--- src/rtl/pc_pkg.sv ---
// Shared definitions for the program-counter generator: FSM state
// encoding, default vectors and the MIPS word width.
package pc_pkg;

  localparam int unsigned XLEN          = 32;
  localparam logic [31:0] DEF_RESET_VEC = 32'h0000_0000;
  localparam logic [31:0] DEF_EXC_VEC   = 32'h0000_0180;

  typedef enum logic {
    ST_RUN  = 1'b0,
    ST_HALT = 1'b1
  } pc_state_e;

endpackage

--- src/rtl/pc_ras.sv ---
// Return-address stack: circular buffer of DEPTH entries with a write
// pointer and a saturating occupancy count. When full, a push overwrites
// the oldest entry. A simultaneous pop and push replaces the top entry.
module pc_ras import pc_pkg::*; #(
  parameter int unsigned DEPTH = 4,
  parameter int unsigned W     = 12
) (
  input  logic         clk,
  input  logic         rst_n,
  input  logic         clr,
  input  logic         push,
  input  logic         pop,
  input  logic [W-1:0] push_data,
  output logic [W-1:0] top,
  output logic         nonempty
);

  localparam int unsigned PW = (DEPTH > 1) ? $clog2(DEPTH) : 1;
  localparam int unsigned CW = $clog2(DEPTH + 1);

  logic [W-1:0]  mem_q [DEPTH];
  logic [PW-1:0] ptr_q, ptr_d;
  logic [CW-1:0] cnt_q, cnt_d;
  logic [PW-1:0] top_idx;
  logic [PW-1:0] wr_idx;
  logic          wr_en;
  logic          do_pop;

  assign top_idx  = ptr_q - PW'(1);
  assign nonempty = (cnt_q != '0);
  assign do_pop   = pop && nonempty;
  assign top      = mem_q[top_idx];

  // Next pointer/count and write slot; clear dominates, pop+push rewrites top
  always_comb begin
    ptr_d  = ptr_q;
    cnt_d  = cnt_q;
    wr_en  = 1'b0;
    wr_idx = ptr_q;
    if (clr) begin
      ptr_d = '0;
      cnt_d = '0;
    end else if (do_pop && push) begin
      wr_en  = 1'b1;
      wr_idx = top_idx;
    end else if (do_pop) begin
      ptr_d = top_idx;
      cnt_d = cnt_q - CW'(1);
    end else if (push) begin
      wr_en  = 1'b1;
      wr_idx = ptr_q;
      ptr_d  = ptr_q + PW'(1);
      cnt_d  = (cnt_q == CW'(DEPTH)) ? cnt_q : cnt_q + CW'(1);
    end
  end

  // Pointer and occupancy registers
  always_ff @(posedge clk or negedge rst_n) begin
    if (!rst_n) begin
      ptr_q <= '0;
      cnt_q <= '0;
    end else begin
      ptr_q <= ptr_d;
      cnt_q <= cnt_d;
    end
  end

  // Stack storage; contents are only observed when the count is non-zero
  always_ff @(posedge clk) begin
    if (wr_en) mem_q[wr_idx] <= push_data;
  end

endmodule

--- src/rtl/pc_gen_unit.sv ---
// Program-counter generator for the pipelined MIPS32 core. Arbitrates
// exception entry, redirect, halt, load-use stall and sequential advance,
// with a RUN/HALT state machine and a misaligned-redirect pulse.
// Optional return-address stack enabled by defining PC_GEN_RAS_EN.
module pc_gen_unit import pc_pkg::*; #(
  parameter int unsigned PC_WIDTH  = 12,
  parameter logic [31:0] RESET_VEC = DEF_RESET_VEC,
  parameter logic [31:0] EXC_VEC   = DEF_EXC_VEC,
  parameter int unsigned RAS_DEPTH = 4
) (
  input  logic        clk,
  input  logic        rst_n,
  input  logic        en,
  input  logic        load_use,
  input  logic        jp_success,
  input  logic [31:0] pc_new,
  input  logic        exc_req,
  input  logic        halt_req,
  input  logic        resume,
  input  logic        is_call,
  input  logic        is_ret,
  output logic [31:0] pc,
  output logic [31:0] pc_4,
  output logic        fetch_valid,
  output logic        halted,
  output logic        misalign,
  output logic [31:0] ras_pred,
  output logic        ras_hit
);

  pc_state_e             state_q, state_d;
  logic [PC_WIDTH-1:0]   pc_q, pc_d;
  logic [PC_WIDTH-1:0]   pc_inc;
  logic                  misalign_q, misalign_d;
  logic                  valid_q;
  logic                  advance;

  assign pc_inc      = pc_q + PC_WIDTH'(4);
  assign pc          = XLEN'(pc_q);
  assign pc_4        = XLEN'(pc_inc);
  assign halted      = (state_q == ST_HALT);
  assign misalign    = misalign_q;
  assign fetch_valid = valid_q && (state_q == ST_RUN) && !load_use;

  // Next-PC / next-state priority: exception, redirect, halt entry, HALT, stall, advance
  always_comb begin
    pc_d       = pc_q;
    state_d    = state_q;
    misalign_d = 1'b0;
    advance    = 1'b0;
    if (exc_req) begin
      pc_d    = PC_WIDTH'(EXC_VEC);
      state_d = ST_RUN;
    end else if (jp_success) begin
      pc_d       = {pc_new[PC_WIDTH-1:2], 2'b00};
      misalign_d = |pc_new[1:0];
    end else if (state_q == ST_RUN && halt_req) begin
      state_d = ST_HALT;
    end else if (state_q == ST_HALT) begin
      if (resume) state_d = ST_RUN;
    end else if (load_use) begin
      pc_d = pc_q;
    end else if (en) begin
      pc_d    = pc_inc;
      advance = 1'b1;
    end
  end

  // PC, FSM state, misalign pulse and post-reset fetch qualifier
  always_ff @(posedge clk or negedge rst_n) begin
    if (!rst_n) begin
      pc_q       <= PC_WIDTH'(RESET_VEC);
      state_q    <= ST_RUN;
      misalign_q <= 1'b0;
      valid_q    <= 1'b0;
    end else begin
      pc_q       <= pc_d;
      state_q    <= state_d;
      misalign_q <= misalign_d;
      valid_q    <= 1'b1;
    end
  end

`ifdef PC_GEN_RAS_EN
  logic [PC_WIDTH-1:0] ras_top;
  logic                ras_ne;
  logic                unused_bits;

  // Upper redirect bits above PC_WIDTH are intentionally dropped
  assign unused_bits = ^pc_new;

  pc_ras #(
    .DEPTH (RAS_DEPTH),
    .W     (PC_WIDTH)
  ) u_ras (
    .clk       (clk),
    .rst_n     (rst_n),
    .clr       (exc_req),
    .push      (is_call && advance),
    .pop       (is_ret),
    .push_data (pc_inc),
    .top       (ras_top),
    .nonempty  (ras_ne)
  );

  assign ras_pred = ras_ne ? XLEN'(ras_top) : '0;
  assign ras_hit  = is_ret && ras_ne;
`else
  logic unused_bits;

  // Call/return hints and stack depth have no effect without the stack
  assign unused_bits = ^{pc_new, is_call, is_ret, advance, RAS_DEPTH[0]};
  assign ras_pred    = '0;
  assign ras_hit     = 1'b0;
`endif

endmodule

--- config.mk ---
export PLATFORM = sky130hd
export DESIGN_NAME = pc_gen_unit
export DESIGN_NICKNAME = d
export VERILOG_FILES = /design/src/rtl/pc_pkg.sv /design/src/rtl/pc_ras.sv /design/src/rtl/pc_gen_unit.sv
export SDC_FILE = /design/constraint.sdc
export NUM_CORES = 1
export LEC_CHECK = 0
export CAP_MARGIN = 15
export CORE_MARGIN = 3
export CORE_UTILIZATION = 32
export CTS_CLUSTER_DIAMETER = 120
export CTS_CLUSTER_SIZE = 28
export DETAILED_ROUTE_END_ITERATION = 10
export MAX_ROUTING_LAYER = met4
export PLACE_DENSITY = 0.87
export RECOVER_POWER = 100
export SLEW_MARGIN = 20
export SYNTH_ARGS = -nofsm -noshare
export SYNTH_HDL_FRONTEND = slang
export SYNTH_SLANG_ARGS = --single-unit
--- constraint.sdc ---
create_clock -name clk -period 5.8 [get_ports clk]
set_clock_uncertainty 0.2 [all_clocks]
set_input_delay 1.16 -clock clk [delete_from_list [all_inputs] [get_ports clk]]
set_output_delay 1.16 -clock clk [all_outputs]
set_load 0.005 [all_outputs]
==> flow_summary.toml <==
[run_status]
status = "completed"

[power_and_ir_drop]
powerDensity_mw_per_mm2 = 157
p_leak_nw = 0.786
report.power.total_uw = 256
ir_drop_mv = 0.0620

[clocking]
clkTransAtPathRegs_ps = 50
cts_tree = "yes"
insertion_delay_ps = 250
ctsHoldBuffers = 0
cts_buffers = 3
cts_resized = 0
cts_setup_buffers = 0
numClockSinks = 13
cts.path.max_buffers = 2
cts_root_buffer = "clkbuf_8"
htreeDepth = 1

[worst_setup_path]
cp-endpoint = "fetch_valid"
path_cells = "clkdlybuf4s50_1, nor3b_1, dlygate4sd3_1"
crit_slowest_cell = "dlygate4sd3_1"
rr_worst_depth = 3
cp_num_buf_inv = 2
reg2reg_from = "halted$_DFFE_PN0P_"
end_kind = "primary output"
rrSetupSlack_ps = 3490
path_max_fanout = 2
startpoint_type = "primary input"
reg2reg_to = "pc_q[11]$_DFFE_PN0P_"
critical_path_class = "in2out"
critical-path-max-stage-delay_ps = 590
path_depth = 3
crit_arrival_ps = 2350
worstPathRequired_ps = 4440
path_delay_family = "buffers and inverters"
crit_path_start = "load_use"

[logic_synthesis]
synth_area_mm2 = 0.00141
yosysSeqAreaShare = 0.230
synth_edf_count = 0
yosys_most_used_dff = "dfrtp_1"
syn_area_per_cell_um2 = 8.21
synth_top_area_cell = "buf_4"
netlist_instances = 172
synth_top_area_frac = 0.410
yosys_warnings = 0
async_flop_share = 1.00
synth_seq_cells = 13
synthDistinctLibCells = 34
synth.area.top_cells = "buf_4, dfrtp_1, nor2_1"

[final_layout]
diodes = 0
drive_above_1_share = 0.0283
num-fill-cells = 432
stdcell_area_mm2 = 0.00162
syn_to_final_growth_pct = 15.1
nets = 256

[timing]
clock.fmax_mhz = 269
rsz0062_at_grt = "false"
fin_ws_ps = 2090
hold_violations = 0
finalSetupTns_ps = 0
tightest_slew_ps = 629
fin_crit_sh = 0.640
setup_viol = 0
timing.slew.headroom = 0.579
finalCriticalPeriod_ps = 3710
slew_violations = 0

[global_routing]
grt_max_degree = 19
busiest_layer = "met2"
antenna_found_initial = 0
met2_usage = 0.186
grt_pass1_wl_um = 4260
met1_usage = 0.116
gr-usage-met3 = 0.0180
grt_pass1_vias = 934
grt_usage = 0.108
grt_remaining_overflow = 0

[place]
port_buffers = 42
place_area_mm2 = 0.00158
dp_hpwl_um = 2340
place_ws_ps = 2130
gp_congestion = 0.817

[floorplan]
core_mm2 = 0.00412
initial_core_util = 0.343
die_w_um = 72.4
die-area_mm2 = 0.00524
fp-row-count = 23
io_pins = 142
die_height_um = 72.4

[job]
drv_cap = 0

[drt]
ant_nets = 0
num_vias = 1065
drt-pass1-iter-count = 4
avgRoutedWirePerCell_um = 11.0
wirelength_um = 2880
first_iter_violations = 33
viasPerCell = 4.06
drc = 0

[hold_path]
min_path_type = "reg2reg"
[cell type report]
class	count	area [um2]	share of cell area
tap	50	62.6	0.0385
clock buffer	4	45.0	0.0277
sequential	13	325	0.200
timing repair buffer	42	420	0.259
inverter	5	18.8	0.0116
multi-input combinational	148	752	0.463
[registers in the layout, indices dropped and copies added, names as in the netlist]
signal,count
halted,1
misalign,1
valid_q,1
pc_q,10
[cell usage after synthesis (3+ instances only)]
cell	instances
buf_4	77
nor2_1	16
dfrtp_1	13
xor2_1	6
inv_1	5
nand2_1	4
o21ai_0	4
a311oi_1	3
clkbuf_1	3
nand3_1	3
nor3_1	3
o31a_1	3
or3_1	3
xnor2_1	3
[power by group]
part | switching [mW] | leakage (nW) | internal (mW)
registers | 0.00726 | 0.161 | 0.0965
clock network | 0.0333 | 0.0228 | 0.0486
logic | 0.0350 | 0.602 | 0.0351
[layout by cell type, fill, tap and decap left out, drive strengths merged]
cell,synthesis,layout
conb,2,78
dlygate4sd3,0,27
nor2,16,16
clkdlybuf4s50,0,15
dfrtp,13,13
xor2,6,6
inv,5,5
nand2,4,4
o21ai,4,4
clkbuf,3,4
nand3,3,3
nor3,3,3
xnor2,3,3
o31a,3,3
or3,3,3
a311oi,3,3
o41ai,2,2
o221a,2,2
nor4,2,2
a211oi,2,2
nand4,1,1
nor3b,1,1
nand2b,1,1
or4b,1,1
or3b,1,1
a21oi,1,1
o31ai,1,1
or4,1,1
a41oi,1,1
mux2i,1,1
nor2b,1,1
o41a,1,1
a2111oi,1,1
ha,1,1
[layer usage]
metal	part of all wire	vias to the layer above
li1	-	502
met2	0.50	70
met1	0.36	489
met5	0	-
met3	0.12	4
met4	0.021	0
[per-stage QoR]
stage          std cells   util  hold WS (ps)
6_report             262  0.395           398
5_1_grt              262  0.395           449
4_1_cts              262  0.395           406
3_5_place_dp         258  0.384           398
3_3_place_gp         258  0.384           376
2_1_floorplan        248      -           367
[cell families after synthesis]
group / synth area share
flops: 0.230
buf+inv: 0.438
compound gates: 0.121
other cells: 0.00532
simple gates: 0.134
xor+xnor: 0.0559
mux: 0.00709
fa+ha+maj: 0.00886
[worst register-to-register path, stage by stage, from the launching register on]
cell,delay [ps]
dfrtp_1,400
or4b_1,840
o41a_1,420
a2111oi_0,320
[how the worst min path moves through the flow]
| stage | to | slack (ps) | from | depth (start not counted) |
|---|---|---|---|---|
| global route | halted$_DFFE_PN0P_ | 450 | halted$_DFFE_PN0P_ | 2 |
| floorplan | halted$_DFFE_PN0P_ | 370 | halted$_DFFE_PN0P_ | 3 |
| detailed placement | halted$_DFFE_PN0P_ | 400 | halted$_DFFE_PN0P_ | 2 |
| global placement | halted$_DFFE_PN0P_ | 380 | halted$_DFFE_PN0P_ | 3 |
| finish | halted$_DFFE_PN0P_ | 400 | halted$_DFFE_PN0P_ | 2 |
| CTS | halted$_DFFE_PN0P_ | 410 | halted$_DFFE_PN0P_ | 2 |
Note: power is estimated with default switching activity, not from simulation.
